File: src/rtl/wlce_pkg.sv
// Shared types, widths and the round-robin pick function for the
// Wallace-tree multiplier arbiter.
package wlce_pkg;

  localparam int PROD_W  = 16;
  localparam int OP_W    = 8;
  localparam int MAX_REQ = 8;

  typedef enum logic [1:0] {IDLE, MUL, HOLD} state_e;

  typedef struct packed {
    logic       found;
    logic [2:0] idx;
  } pick_t;

  typedef struct packed {
    logic [PROD_W-1:0] s;
    logic [PROD_W-1:0] c;
  } csa_t;

  // First set bit of vld at or above ptr, wrapping modulo n. Iterating
  // downward lets the closest candidate overwrite farther ones.
  function automatic pick_t rr_pick(input logic [MAX_REQ-1:0] vld,
                                    input logic [2:0] ptr, input int n);
    pick_t p;
    int    j;
    p = '0;
    for (int i = MAX_REQ - 1; i >= 0; i--) begin
      j = int'(ptr) + i;
      if (j >= n) j = j - n;
      if (i < n && vld[j[2:0]]) begin
        p.found = 1'b1;
        p.idx   = j[2:0];
      end
    end
    return p;
  endfunction

  // Word-wide 3:2 compressor; x+y+z == s+c modulo 2^PROD_W.
  function automatic csa_t csa(input logic [PROD_W-1:0] x, y, z);
    csa_t r;
    r.s = x ^ y ^ z;
    r.c = ((x & y) | (x & z) | (y & z)) << 1;
    return r;
  endfunction

endpackage

File: src/rtl/wlce_mul_arbiter_rr_grant.sv
// Round-robin grant: one-hot grant and encoded index from per-requester valid
// bits and the rotating priority pointer.
module rr_grant
  import wlce_pkg::*;
#(
  parameter int N_REQ = 4,
  parameter int IDW   = 2
) (
  input  logic [N_REQ-1:0] valid,
  input  logic [IDW-1:0]   ptr,
  output logic [N_REQ-1:0] grant,
  output logic [IDW-1:0]   idx,
  output logic             any
);

  logic [MAX_REQ-1:0] vld_pad;
  logic [2:0]         ptr_pad;
  pick_t              pick;

  always_comb begin
    vld_pad              = '0;
    vld_pad[N_REQ-1:0]   = valid;
  end

  assign ptr_pad = 3'(ptr);
  assign pick    = rr_pick(vld_pad, ptr_pad, N_REQ);
  assign any     = pick.found;

  for (genvar g = 0; g < N_REQ; g++) begin : g_lane
    assign grant[g] = pick.found && (pick.idx == 3'(g));
  end

  always_comb begin
    idx = '0;
    for (int g = 0; g < N_REQ; g++)
      if (grant[g]) idx = idx | IDW'(g);
  end

endmodule

File: src/rtl/wlce_mul_arbiter_wlce.sv
// Combinational unsigned 8x8 multiplier: partial products reduced by a
// carry-save compressor tree, one carry-propagate add at the end.
module wlce
  import wlce_pkg::*;
(
  input  logic [OP_W-1:0]   a,
  input  logic [OP_W-1:0]   b,
  output logic [PROD_W-1:0] p
);

  logic [OP_W-1:0][PROD_W-1:0] pp;
  csa_t l1a, l1b, l2a, l2b, l3, l4;

  for (genvar i = 0; i < OP_W; i++) begin : g_pp
    assign pp[i] = b[i] ? (PROD_W'(a) << i) : '0;
  end

  // 8 rows -> 6 -> 4 -> 3 -> 2
  assign l1a = csa(pp[0], pp[1], pp[2]);
  assign l1b = csa(pp[3], pp[4], pp[5]);
  assign l2a = csa(l1a.s, l1a.c, l1b.s);
  assign l2b = csa(l1b.c, pp[6], pp[7]);
  assign l3  = csa(l2a.s, l2a.c, l2b.s);
  assign l4  = csa(l3.s, l3.c, l2b.c);

  assign p = l4.s + l4.c;

endmodule

File: src/rtl/wlce_mul_arbiter.sv
// Round-robin arbiter sharing one registered-operand Wallace multiplier among
// N_REQ valid/ready requesters; tagged product held until rsp_ready.
module wlce_mul_arbiter
  import wlce_pkg::*;
#(
  parameter int N_REQ  = 4,
  parameter int IDW    = 2,
  parameter int SETTLE = 1
) (
  input  logic                    clk,
  input  logic                    rst,
  input  logic [N_REQ-1:0]        req_valid,
  input  logic [OP_W*N_REQ-1:0]   req_a,
  input  logic [OP_W*N_REQ-1:0]   req_b,
  output logic [N_REQ-1:0]        req_ready,
  output logic                    rsp_valid,
  output logic [IDW-1:0]          rsp_id,
  output logic [PROD_W-1:0]       rsp_p,
  input  logic                    rsp_ready,
  output logic                    busy
);

  state_e            state, state_nxt;
  logic [3:0]        cnt;
  logic [OP_W-1:0]   op_a, op_b;
  logic [IDW-1:0]    op_id, rr_ptr;
  logic [N_REQ-1:0]  gnt;
  logic [IDW-1:0]    gnt_idx;
  logic              gnt_any, gnt_en, load, capture, retire;
  logic [PROD_W-1:0] prod;

  rr_grant #(.N_REQ(N_REQ), .IDW(IDW)) u_rr (
    .valid (req_valid),
    .ptr   (rr_ptr),
    .grant (gnt),
    .idx   (gnt_idx),
    .any   (gnt_any)
  );

  wlce u_mul (.a(op_a), .b(op_b), .p(prod));

  always_comb begin
    state_nxt = state;
    gnt_en    = 1'b0;
    capture   = 1'b0;
    retire    = 1'b0;
    case (state)
      IDLE: begin
        gnt_en = 1'b1;
        if (gnt_any) state_nxt = MUL;
      end
      MUL: if (cnt == 4'd0) begin
        capture   = 1'b1;
        state_nxt = HOLD;
      end
      HOLD: if (rsp_ready) begin
        gnt_en    = 1'b1;
        retire    = 1'b1;
        state_nxt = gnt_any ? MUL : IDLE;
      end
      default: state_nxt = IDLE;
    endcase
    // Grant is suppressed while reset is held so all outputs read zero.
    gnt_en = gnt_en & ~rst;
  end

  assign load      = gnt_en & gnt_any;
  assign req_ready = gnt_en ? gnt : '0;
  assign busy      = (state != IDLE);

  always_ff @(posedge clk or posedge rst) begin
    if (rst) state <= IDLE;
    else     state <= state_nxt;
  end

  always_ff @(posedge clk or posedge rst) begin
    if (rst) begin
      cnt       <= '0;
      op_a      <= '0;
      op_b      <= '0;
      op_id     <= '0;
      rr_ptr    <= '0;
      rsp_valid <= 1'b0;
      rsp_id    <= '0;
      rsp_p     <= '0;
    end else begin
      if (load) begin
        op_a   <= req_a[OP_W*int'(gnt_idx) +: OP_W];
        op_b   <= req_b[OP_W*int'(gnt_idx) +: OP_W];
        op_id  <= gnt_idx;
        rr_ptr <= (gnt_idx == IDW'(N_REQ - 1)) ? '0 : gnt_idx + 1'b1;
        cnt    <= 4'(SETTLE - 1);
      end else if (state == MUL && cnt != 4'd0) begin
        cnt <= cnt - 4'd1;
      end
      if (capture) begin
        rsp_p     <= prod;
        rsp_id    <= op_id;
        rsp_valid <= 1'b1;
      end else if (retire) begin
        rsp_valid <= 1'b0;
      end
    end
  end

endmodule

File: config.mk
export PLATFORM = sky130hd
export DESIGN_NAME = wlce_mul_arbiter
export DESIGN_NICKNAME = d
export VERILOG_FILES = /design/src/rtl/wlce_pkg.sv /design/src/rtl/wlce_mul_arbiter_rr_grant.sv /design/src/rtl/wlce_mul_arbiter_wlce.sv /design/src/rtl/wlce_mul_arbiter.sv
export SDC_FILE = /design/constraint.sdc
export NUM_CORES = 1
export LEC_CHECK = 0
export CAP_MARGIN = 5
export CORE_MARGIN = 2
export CORE_UTILIZATION = 48
export DETAILED_ROUTE_END_ITERATION = 10
export PLACE_DENSITY = 0.89
export SYNTH_ARGS = -nofsm -noshare
export SYNTH_HDL_FRONTEND = slang
export SYNTH_SLANG_ARGS = --single-unit
File: constraint.sdc
create_clock -name clk -period 4.2 [get_ports clk]
set_clock_uncertainty 0.05 [all_clocks]
set_input_delay 0.84 -clock clk [delete_from_list [all_inputs] [get_ports clk]]
set_output_delay 0.84 -clock clk [all_outputs]
set_load 0.03 [all_outputs]
==> reports/results.ini, run 1 <==
[run_status]
outcome = finished clean

[worst_setup_path]
ff2ff_path_depth = 15
end_kind = flop
reg2reg_slack_ns = 0.01
crit_arrival_ns = 4.38
worstSetupPathType = flop to flop
start_kind = flop
reg2reg_from = op_a[2]$_DFFE_PP0P_
cp.required_ns = 4.39
critPathMaxFanout = 5
reg2reg_to = rsp_p[13]$_DFFE_PP0P_

[placed_design]
place_inst = 764
hpwlAfterDp_mm = 9.68
numPortBuffers = 94
routabilityCongestion = 0.877

[hold_path]
hold-path-cell-count = 2
min_to = rsp_p[3]$_DFFE_PP0P_
hp-class = flop to flop
min_from = rsp_p[3]$_DFFE_PP0P_

[floorplan]
num_rows = 36
coreArea_um2 = 9680
num_io_pins = 95
die_y_um = 103
initial_core_util_pct = 48.8
die_x_um = 103
dieArea_um2 = 10700

[clock_tree]
cts_buffer_depth = 2
cts_inserted_buffers = 5
cts-root-buf = clkbuf_8
clock_latency_ns = 0.31
clk_pin_slew_ns = 0.09
clock_sinks = 45
cts_tree = done
htree_levels = 2

[synth]
avgSynthCellArea_um2 = 9.02
syn-cell-area_um2 = 4730
ys_types = 63
synth_commonest_cells = nand2_1, inv_1, and2_1, dfrtp_1, fa_1
synth_edf_count = 0
synthArstFlopShare_pct = 100
yosys_most_used_dff = dfrtp_1
syn_nets = 663
synth_top_cell_area_share_pct = 23.8
synthTopCellsByArea = dfrtp_1, fa_1, ha_1, and2_1, nand2_1
syn-instance-count = 524
synth-seq-cells = 45
yosys_warnings = 0
yosysTopAreaCell = dfrtp_1
yosysMostFrequentCell = nand2_1
ys_seq_area_share_pct = 23.8

[timing]
finalCritPeriodShare_pct = 99.7
setup_violations = 0
slew_viol_final = 0
fmax_mhz = 239
slew_headroom_pct = 30.7
tightestPinTransition_ns = 1.04
min_period_ns = 4.19
hold_violations = 0
rsz0062_at_grt = true

[final_layout]
n_antenna_cell = 0
fin_cells = 783
n_fill_cell = 775
layout.nets = 788
multi_input_area_um2 = 3420
syn_to_final_growth_pct = 34.1
final_layout_size_suffix_gt1_share_pct = 19.8
regArea_um2 = 1130

[detailed_routing]
drc = 0
firstDrtPassIters = 5
avgRoutedWirePerCell_um = 16.1
wirelength_mm = 12.6
detail-route-antenna-nets = 0
vias = 4328
via_per_inst = 5.53
first_iter_violations = 138

[grt]
globalRouteOverflowTotal = 0
grt_usage_pct = 23.5
antenna_found_initial = 0
grt_pass1_wl_mm = 19.8
grt_max_degree = 46
grt_pass1_vias = 4283

[flow_run]
maxCapViolCount = 0

[layer usage]
layer  routed length, µm  vias up  global-route usage (%)
li1                    -     2044                       -
met1                4990     2098                    30.6
met2                6620      160                    40.6
met3                 729       26                    4.91
met4                 222        0                    5.36
met5                   0        -                       0
[timing repair]
item                                    in CTS  in global routing
pin swaps                                   16                 21
hold buffers                                 0                  0
endpoints found under the setup margin       5                  5
gates resized for setup                     19                 33
setup buffers                                6                  5
[cell usage in the layout (no fill, tap or decap), types with 5 or more instances in the layout]
cell | Yosys | routed
o21ai_0 | 10 | 10
nand2_1 | 72 | 72
inv_1 | 53 | 47
o32ai_1 | 10 | 10
a221oi_1 | 8 | 8
fa_1 | 39 | 33
and2_4 | 0 | 10
dfrtp_2 | 0 | 7
nor3_1 | 10 | 10
and2_1 | 47 | 37
xnor2_1 | 5 | 5
clkbuf_8 | 0 | 5
a21boi_0 | 16 | 16
a21oi_1 | 15 | 11
ha_1 | 29 | 21
fa_2 | 0 | 6
dfrtp_1 | 45 | 38
inv_2 | 2 | 7
buf_4 | 2 | 53
a211oi_1 | 10 | 10
nand3_1 | 9 | 8
clkdlybuf4s50_1 | 0 | 90
ha_4 | 0 | 6
and3_1 | 13 | 13
nand2b_1 | 6 | 6
nor2_1 | 27 | 27
mux2i_1 | 5 | 5
[sequential cells by signal (all words and copies together), names as in the netlist]
signal     flops
state          2
op_id          2
cnt            4
rsp_id         2
rsp_valid      1
op_b           8
rsp_p         16
rr_ptr         2
op_a           8
[critical path, cell delays in order (launching register included)]
cell,delay [ns]
dfrtp_1,0.44
and2_4,0.18
fa_1,0.53
inv_1,0.05
fa_1,0.48
inv_1,0.05
fa_1,0.51
ha_4,0.21
ha_4,0.17
fa_2,0.36
a21o_1,0.22
a21oi_4,0.16
o21bai_4,0.10
a211o_1,0.28
a211o_1,0.26
nand3_1,0.08
[worst max-delay path by stage]
stage | startpoint | endpoint | depth (start not counted)
2_1_floorplan | op_a[4]$_DFFE_PP0P_ | rsp_p[14]$_DFFE_PP0P_ | 14
4_1_cts | op_b[3]$_DFFE_PP0P_ | rsp_p[14]$_DFFE_PP0P_ | 13
6_report | op_a[2]$_DFFE_PP0P_ | rsp_p[13]$_DFFE_PP0P_ | 15
3_5_place_dp | op_a[3]$_DFFE_PP0P_ | rsp_p[14]$_DFFE_PP0P_ | 14
3_3_place_gp | op_a[3]$_DFFE_PP0P_ | rsp_p[14]$_DFFE_PP0P_ | 13
5_1_grt | op_a[2]$_DFFE_PP0P_ | rsp_p[13]$_DFFE_PP0P_ | 15
[final cells by class]
type	count	area share (%)
Clock inverter	2	0.158
Multi-Input combinational cell	396	53.9
Clock buffer	6	1.14
Inverter	55	3.26
Tap cell	133	2.62
Sequential cell	45	17.9
Timing Repair Buffer	146	21.0
[logic make-up (layout without fill, tap and decap cells)]
group	after synthesis	in the layout	synth area share, %
AND/OR/NAND/NOR	206	206	22.5
AO/OA/AOI/OAI	106	106	18.2
buffers and inverters	83	209	7.83
adder cells (fa/ha/maj)	68	68	24.2
flip-flops	45	45	23.8
XOR/XNOR	9	9	1.67
multiplexers	7	7	1.77
[metrics by stage]
step | TNS [ns] | setup WS [ns] | hold WS [ns] | area [µm²] | utilization [%]
after floorplan | 0 | 0.00740 | 0.389 | 4750 | -
after global placement | -0.184 | -0.0618 | 0.405 | 5990 | 61.8
after detailed placement | -0.439 | -0.156 | 0.419 | 5990 | 61.8
after CTS | -0.0236 | -0.0190 | 0.438 | 6220 | 64.2
after global routing | -0.336 | -0.128 | 0.470 | 6340 | 65.5
final | 0 | 0.0122 | 0.432 | 6340 | 65.5
Power of run 1 is not shown: default switching activity piles up to over one toggle a cycle in this logic, so the estimate is an artifact.
==> run 2, diff against run 1 <==
--- a/config.mk
+++ b/config.mk
@@ -6,6 +6,7 @@
 export NUM_CORES = 1
 export LEC_CHECK = 0
 export CAP_MARGIN = 5
+export CORE_ASPECT_RATIO = 1.1
 export CORE_MARGIN = 2
 export CORE_UTILIZATION = 48
 export DETAILED_ROUTE_END_ITERATION = 10
==> run 2 against run 1 <==
Net effect:
- the run now ends with negative setup slack left
- die area about the same
- worst setup slack worse by 0.16 ns
- critical path depth unchanged
- routed wire length rose by 7.2%
- flip-flop and latch count unchanged
- critical path type unchanged
==> reports/results.ini, run 2 (synthesis results as in run 1) <==
[run_status]
outcome = finished with violations
violations = negative setup slack

[grt]
globalRouteOverflowTotal = 0
grt_usage_pct = 24.2
antenna_found_initial = 0
grt_pass1_wl_mm = 21.1
grt_pass1_vias = 4557
grt_max_degree = 46

[worst_setup_path]
worstSetupPathType = flop to flop
critPathMaxFanout = 6
cp.required_ns = 4.38
reg2reg_to = rsp_p[15]$_DFFE_PP0P_
reg2reg_from = op_a[4]$_DFFE_PP0P_
start_kind = flop
cp-endpoint = rsp_p[15]$_DFFE_PP0P_
ff2ff_path_depth = 15
crit_arrival_ns = 4.53
end_kind = flop
startpoint = op_a[4]$_DFFE_PP0P_
reg2reg_slack_ns = -0.15

[placed_design]
numPortBuffers = 94
hpwlAfterDp_mm = 10.1
routabilityCongestion = 0.908

[detailed_routing]
firstDrtPassIters = 5
detail-route-antenna-nets = 0
via_per_inst = 5.77
first_iter_violations = 212
drc = 0
wirelength_mm = 13.5
vias = 4418
avgRoutedWirePerCell_um = 17.6

[floorplan]
num_rows = 38
dieArea_um2 = 10700
die_y_um = 108
num_io_pins = 95
die_x_um = 98.6
coreArea_um2 = 9750
initial_core_util_pct = 48.5

[timing]
slew_headroom_pct = 30.1
hold_slack_ns = 0.427
rsz0062_at_grt = true
hold_violations = 0
finalCritPeriodShare_pct = 104
slew_viol_final = 0
fmax_mhz = 230
min_period_ns = 4.35
tightestPinTransition_ns = 1.05
setup_violations = 6
fin_ws_ns = -0.151

[final_layout]
n_antenna_cell = 0
regMostFlops = rsp_p
reg_top3 = rsp_p (16), op_a (8), op_b (8)
final_common_cell = clkdlybuf4s50_1
syn_to_final_growth_pct = 33.9
final_layout_size_suffix_gt1_share_pct = 18.7
mostFrequentLayoutCells = clkdlybuf4s50_1, nand2_1, buf_4
largest_reg_flops = 16
layout.nets = 784

[clock_tree]
htree_levels = 2
cts_hold_buf = 0
clock_sinks = 45
clock_latency_ns = 0.30
cts-root-buf = clkbuf_8
cts_buffer_depth = 2
cts_inserted_buffers = 5
clk_pin_slew_ns = 0.10
cts_tree = done

[hold_path]
hp-class = flop to flop
min_from = rsp_p[3]$_DFFE_PP0P_

[flow_run]
maxCapViolCount = 0

## run 2: cell types whose count changed in the layout (fill, tap and decap cells not counted), sizes merged
cell	previous run	this run
clkinv	3	1
buf	56	52
clkbuf	6	7
bufinv	0	1
## run 2: worst min-delay path by stage
| stage | cells past startpoint | slack, ns | end |
|---|---|---|---|
| after detailed placement | 2 | 0.41 | rsp_p[3]$_DFFE_PP0P_ |
| after global placement | 2 | 0.41 | rsp_p[0]$_DFFE_PP0P_ |
| after global routing | 2 | 0.46 | rsp_p[5]$_DFFE_PP0P_ |
| final | 2 | 0.43 | rsp_p[3]$_DFFE_PP0P_ |
| after floorplan | 2 | 0.39 | rsp_id[1]$_DFFE_PP0P_ |
| after CTS | 2 | 0.44 | rsp_p[3]$_DFFE_PP0P_ |
## run 2: layer usage
| layer | share of wire (%) | wire length, µm | GRT usage, % | up-vias |
|---|---|---|---|---|
| li1 | - | - | - | 2029 |
| met1 | 38 | 5060 | 27.6 | 2196 |
| met2 | 55 | 7420 | 46.8 | 154 |
| met3 | 4.6 | 618 | 3.68 | 39 |
| met4 | 2.9 | 385 | 6.36 | 0 |
| met5 | 0 | 0 | 0 | - |
## run 2: per-stage QoR
| stage | TNS (ns) | setup slack [ns] | area, µm² | utilization [%] | instances |
|---|---|---|---|---|---|
| 2_1_floorplan | 0 | 0.00740 | 4750 | - | 524 |
| 3_3_place_gp | -0.117 | -0.0489 | 5960 | 61.1 | 749 |
| 3_5_place_dp | -0.660 | -0.241 | 5960 | 61.1 | 749 |
| 4_1_cts | -0.0377 | -0.0183 | 6200 | 63.7 | 761 |
| 5_1_grt | -1.23 | -0.257 | 6330 | 65.0 | 766 |
| 6_report | -0.482 | -0.151 | 6330 | 65.0 | 766 |
## run 2: layout make-up
| class | instances | area (µm²) |
|---|---|---|
| repair buffers | 142 | 1290 |
| inverters | 55 | 206 |
| multi-input cells | 396 | 3430 |
| well taps | 120 | 150 |
| clock buffers | 7 | 86.3 |
| flip-flops and latches | 45 | 1130 |
| clock inverters | 1 | 30.0 |
| fillers | 735 | 3420 |
## run 2: repair_timing
action | CTS | global route
resized for setup | 23 | 25
buffers inserted | 4 | 5
pin swaps | 15 | 32
setup endpoints to repair | 5 | 7
## run 2: worst max-delay path, cell delays in order (launching register included)
cell and delay [ns]:
dfrtp_2 0.46, buf_4 0.16, buf_4 0.13, and2_1 0.15
fa_2 0.52, inv_1 0.06, fa_1 0.54, fa_2 0.45
fa_1 0.49, inv_1 0.07, ha_4 0.30, inv_2 0.06
o21bai_4 0.15, a21oi_2 0.09, or4_1 0.49, nand3_1 0.11
Power of run 2 is left out for the same reason.
==> run 3, diff against run 2 <==
--- a/config.mk
+++ b/config.mk
@@ -6,7 +6,6 @@
 export NUM_CORES = 1
 export LEC_CHECK = 0
 export CAP_MARGIN = 5
-export CORE_ASPECT_RATIO = 1.1
 export CORE_MARGIN = 2
 export CORE_UTILIZATION = 48
 export DETAILED_ROUTE_END_ITERATION = 10
@@ -14,3 +13,4 @@
 export SYNTH_ARGS = -nofsm -noshare
 export SYNTH_HDL_FRONTEND = slang
 export SYNTH_SLANG_ARGS = --single-unit
+export TNS_END_PERCENT = 10
==> run 3 against run 2 <==
Net effect:
- flip-flop and latch count unchanged
- non-clock buffer count decreased by 7
- register-to-register slack improved by 0.11 ns
- final area decreased by 2.4%
- final cell count increased by 0.78%
- first-iteration DRC count decreased by 8.0%
- routed wire length decreased by 11%
- worst setup slack improved by 0.11 ns
- utilization decreased by 1.1 points
- worst hold slack about the same
- the run still ends with negative setup slack left
- count of clock-buffer cells in the layout increased by 1
- sequential share of layout area increased by 0.37 points
==> reports/results.ini, run 3 (synthesis results as in run 1) <==
[detailed_routing]
wl_met2_mm = 6.26
drc = 0
firstDrtPassIters = 5
first_iter_violations = 195
vias = 4319
top_layer_used = met4
detail-route-antenna-nets = 0
via_per_inst = 5.59
avgRoutedWirePerCell_um = 15.6
wirelength_mm = 12.0
met1_length_mm = 4.94
routed-wl-met3_um = 607

[timing]
hold_violations = 0
hold_slack_ns = 0.427
min_period_ns = 4.24
slew_headroom_pct = 35.2
rsz0062_at_grt = true
fmax_mhz = 236
fin_ws_ns = -0.0439
finalCritPeriodShare_pct = 101
slew_viol_final = 0
tightestPinTransition_ns = 0.968
setup_violations = 3

[grt]
grt_usage_pct = 23.4
grt_pass1_vias = 4386
grt_pass1_wl_mm = 19.7
grt_max_degree = 46
globalRouteOverflowTotal = 0
antenna_found_initial = 0

[floorplan]
initial_core_util_pct = 48.8
dieArea_um2 = 10700
die_y_um = 103
die_x_um = 103
coreArea_um2 = 9680
num_rows = 36
num_io_pins = 95

[hold_path]
hp-class = flop to flop
hold-path-cell-count = 2
min_from = rsp_p[0]$_DFFE_PP0P_
min_to = rsp_p[0]$_DFFE_PP0P_

[worst_setup_path]
crit_arrival_ns = 4.44
cp_slowest_stage_delay_ns = 0.53
ff2ff_path_depth = 15
worst_path_most_repeated_cell = fa_1
crit_chain = and2_4 -> fa_1 -> inv_1 -> fa_1 -> inv_1 -> fa_1 -> ha_1 -> ha_2 -> fa_2 -> a21o_1 -> a21oi_4 -> o21bai_4 -> a211o_1 -> a211o_1 -> nand3_1
critPathSlowestCell = fa_1
reg2reg_slack_ns = -0.04
end_kind = flop
reg2reg_from = op_b[3]$_DFFE_PP0P_
worstSetupPathType = flop to flop
crit_buf_inv = 2
reg2reg_to = rsp_p[13]$_DFFE_PP0P_
cp.required_ns = 4.39
path_delay_family = adder cells
critPathMaxFanout = 6
start_kind = flop

[clock_tree]
cts_inserted_buffers = 5
clock_latency_ns = 0.30
clock_sinks = 45
cts-root-buf = clkbuf_8
cts_tree = done
cts_hold_buf = 0
cts_buffer_depth = 2
clk_pin_slew_ns = 0.09
htree_levels = 2

[final_layout]
syn_to_final_growth_pct = 30.7
layout.nets = 777
mostFrequentLayoutCells = clkdlybuf4s50_1, nand2_1, inv_1
largest_reg_flops = 16
regArea_um2 = 1130
final_layout_size_suffix_gt1_share_pct = 14.9
reg_top3 = rsp_p (16), op_a (8), op_b (8)
multi_input_area_um2 = 3360
fin_area_um2 = 6180
final_common_cell = clkdlybuf4s50_1
n_antenna_cell = 0
regMostFlops = rsp_p
n_fill_cell = 760
utilization_pct = 63.8

[placed_design]
hpwlAfterDp_mm = 9.64
numPortBuffers = 94
routabilityCongestion = 0.894
dpl_cell_area_um2 = 5970

[run_status]
violations = negative setup slack
outcome = finished with violations

[flow_run]
maxCapViolCount = 0

-- run 3: cell types whose count changed in the layout (fill, tap and decap cells not counted), moves of 3 or more --
cell,before,now
inv_2,5,2
nand3_1,6,9
dfrtp_1,38,41
fa_1,32,36
fa_2,7,3
dfrtp_2,7,4
buf_4,52,45
inv_1,49,52
-- run 3: metal layers --
metal	GRT usage (%)	vias to the layer above
li1	-	2016
met1	30.6	2113
met2	40.1	162
met3	3.63	28
met4	7.09	0
met5	0	-
-- run 3: layout make-up --
| type | instances | share of cell area (%) |
|---|---|---|
| multi-input cells | 396 | 54.3 |
| repair buffers | 135 | 20.0 |
| flip-flops and latches | 45 | 18.3 |
| inverters | 55 | 3.34 |
| well taps | 133 | 2.69 |
| clock buffers | 8 | 1.30 |
-- run 3: how the worst max path moves through the flow --
stage / start / to / slack, ns / cells after the start
after floorplan: op_a[5]$_DFFE_PP0P_ / rsp_p[14]$_DFFE_PP0P_ / -0.003 / 14
after global placement: op_b[3]$_DFFE_PP0P_ / rsp_p[13]$_DFFE_PP0P_ / -0.08 / 15
after detailed placement: op_a[3]$_DFFE_PP0P_ / rsp_p[14]$_DFFE_PP0P_ / -0.25 / 13
after CTS: op_b[3]$_DFFE_PP0P_ / rsp_p[14]$_DFFE_PP0P_ / -0.05 / 13
final: op_b[3]$_DFFE_PP0P_ / rsp_p[13]$_DFFE_PP0P_ / -0.04 / 15
after global routing: op_b[3]$_DFFE_PP0P_ / rsp_p[14]$_DFFE_PP0P_ / -0.19 / 15
-- run 3: metrics by stage --
stage	TNS, ns	instances	worst slack, ns
4_1_cts	-0.0730	772	-0.0455
6_report	-0.113	772	-0.0439
3_3_place_gp	-0.184	762	-0.0808
5_1_grt	-0.634	772	-0.187
2_1_floorplan	-0.00305	524	-0.00305
3_5_place_dp	-0.782	762	-0.253
-- run 3: worst min-delay path: cells and delay by family, from the launching register on --
| family | cells | cell delay [ns] |
|---|---|---|
| flip-flops | 1 | 0.35 |
| AND/OR/NAND/NOR | 2 | 0.10 |
-- run 3: what timing repair did --
| item | 4_1_cts | 5_1_grt |
|---|---|---|
| pin swaps | 13 | 6 |
| setup endpoints to repair | 4 | 5 |
| endpoints found under the hold margin | 0 | 0 |
| resized for setup | 21 | 4 |
| buffers inserted | 2 | 0 |
Power of run 3 is left out for the same reason.
==> RTL edit, RTL diff (config.mk and constraints of run 2) <==
`IDW` is set to 2 in 2 places; all go to 4.
--- a/src/rtl/wlce_mul_arbiter_rr_grant.sv
+++ b/src/rtl/wlce_mul_arbiter_rr_grant.sv
@@ -5,5 +5,5 @@
 #(
   parameter int N_REQ = 4,
-  parameter int IDW   = 2
+  parameter int IDW   = 4
 ) (
   input  logic [N_REQ-1:0] valid,
--- a/src/rtl/wlce_mul_arbiter.sv
+++ b/src/rtl/wlce_mul_arbiter.sv
@@ -5,5 +5,5 @@
 #(
   parameter int N_REQ  = 4,
-  parameter int IDW    = 2,
+  parameter int IDW    = 4,
   parameter int SETTLE = 1
 ) (
Ports: changed (resized rsp_id); port bits go from 95 to 97. The function was not compared with the original's and may differ.
==> RTL edit against run 2 <==
Wire length fell by 25%. Maximum frequency increased by 5.3%. Sequential cell count did not move. Setup slack better by 0.22 ns. Die area shrank 4.2%. Final area shrank 7.7%. Synthesized area is 4.3% lower. Non-clock buffer count is 13 lower.
Power is left out: the tool's default activity adds up to more than one toggle a clock period on the data nets, which glitch-free logic cannot reach.
==> RTL edit: results (changes against run 2) <==
GRT
  • Vias in the first global route: 3643 (was 4557)
  • First-pass GRT wire length: 17.09 mm (was 21.15 mm)
  • Largest net degree at the start of global routing: 37 (was 46)
  • Total track usage: 21.07% (was 24.19%)

Drt
  • Via density: 5.180 (was 5.768)
  • 1st-iter DRT viols: 136 (was 212)
  • DRT Pass-1 Iters: 4 (was 5)
  • Drt drc: 0 (unchanged)
  • Avg WL per Cell: 14.80 µm (was 17.60 µm)

Worst setup path
  • Worst Path Arrival: 4.24 ns (was 4.53 ns)
  • R2R Setup Slk: 0.07 ns (was -0.15 ns)
  • Critical Path Fanout Max: 8 (was 6)
  • Worst reg2reg path endpoint: rsp_p[13] (was rsp_p[15])
  • R2R cell count: 14 (was 15)
  • Critical path origin: op_b[4] (was op_a[4])

Synthesis
  • Sequential area share after synthesis: 24.90% (was 23.82%)
  • Count leader, synth: inv_1 (was nand2_1)
  • Commonest cells post-synth: inv_1, dfrtp_1, and2_1 (was nand2_1, inv_1, and2_1)
  • Post-synth ARST share: 100.0% (unchanged)
  • Syn Area/Cell: 10.01 µm² (was 9.023 µm²)
  • Distinct cells, synth: 49 (was 63)
  • Yosys reg bits: 45 (unchanged)
  • Synth area leaders: dfrtp_1, fa_1, ha_1 (unchanged)

STA
  • Period utilization: 98.41% (was 103.6%)
  • Slew headroom: 28.60% (was 30.09%)

Layout
  • Nets: 702 (was 784)
  • Final instance area: 5842 µm² (was 6331 µm²)
  • Share of cells above drive strength 1: 19.82% (was 18.73%)
  • Final Non-Filler Cells: 682 (was 766)

Status
  • Status: finished clean (was finished with violations)

Placement
  • DPL Wire Length: 8.237 mm (was 10.13 mm)
  • Area of placed instances: 5582 µm² (was 5957 µm²)
  • Placer congestion estimate: 0.8311 (was 0.9081)
  • Dpl cells: 668 (was 749)
  • Pre-CTS setup slack: -0.07770 ns (was -0.2408 ns)
-- RTL edit: cell types whose count changed in the layout (fill, tap and decap cells not counted), moves of 8 or more --
cell      before  now
nand2_1       72   40
a211oi_2       0   24
buf_4         52   36
and3_1        13    0
mux2i_1        5   18
o32ai_1       10    0
a221oi_1       8    0
-- RTL edit: worst min-delay path by stage --
| stage | from | end | depth (start not counted) |
|---|---|---|---|
| 6_report | rsp_p[8] | rsp_p[8] | 2 |
| 3_5_place_dp | rsp_p[8] | rsp_p[8] | 2 |
| 5_1_grt | rsp_p[8] | rsp_p[8] | 2 |
| 2_1_floorplan | op_id[1] | rsp_id[1] | 1 |
| 4_1_cts | rsp_p[8] | rsp_p[8] | 2 |
| 3_3_place_gp | rsp_p[11] | rsp_p[11] | 2 |
-- RTL edit: metrics by stage --
step	setup TNS [ns]	hold WS, ns
after floorplan	0	0.4267
after global placement	0	0.4137
after detailed placement	-0.2386	0.4252
after CTS	0	0.4463
after global routing	-0.1664	0.4753
final	0	0.4360
-- RTL edit: critical path: cells and delay by family (launching register included) --
kind | cells | cell delay [ns]
and+or+nand+nor | 2 | 0.31
buffers and inverters | 3 | 0.22
AOI/OAI and AO/OA | 3 | 0.60
adders and majority gates | 5 | 2.21
DFF | 1 | 0.46
xor gates and xnor gates | 1 | 0.14
-- RTL edit: cells by family (layout without fill, tap and decap cells) --
logic type	count (synthesis)	in the layout	synth area share, %
compound gates	92	92	17.01
simple gates	139	139	15.88
xor+xnor	11	11	2.130
other cells	1	2	0.08291
mux	25	25	5.726
buf+inv	72	184	9.267
fa+ha+maj	67	67	25.01
flops	45	45	24.90
-- RTL edit: timing repair --
item | in CTS | in global routing
buffers inserted | 3 | 3
resized for setup | 8 | 26
endpoints found under the setup margin | 6 | 8
pin swaps | 2 | 21
-- RTL edit: cell type report --
class / instances / share of cell area (%)
flip-flops and latches: 45 / 19.40
clock inverters: 2 / 0.6425
inverters: 47 / 3.020
well taps: 117 / 2.506
clock buffers: 6 / 1.414
repair buffers: 129 / 20.60
multi-input cells: 336 / 52.41
-- RTL edit: layer usage --
layer  vias to the layer above  GRT usage [%]  share of wire [%]  routed length [µm]
li1                       1721              -                  -                   -
met1                      1727          28.25                 43                4346
met2                        75          36.41                 53                5319
met3                        10          2.216                3.1                 318
met4                         0          4.728                1.1                 111
met5                         -              0                  0                   0
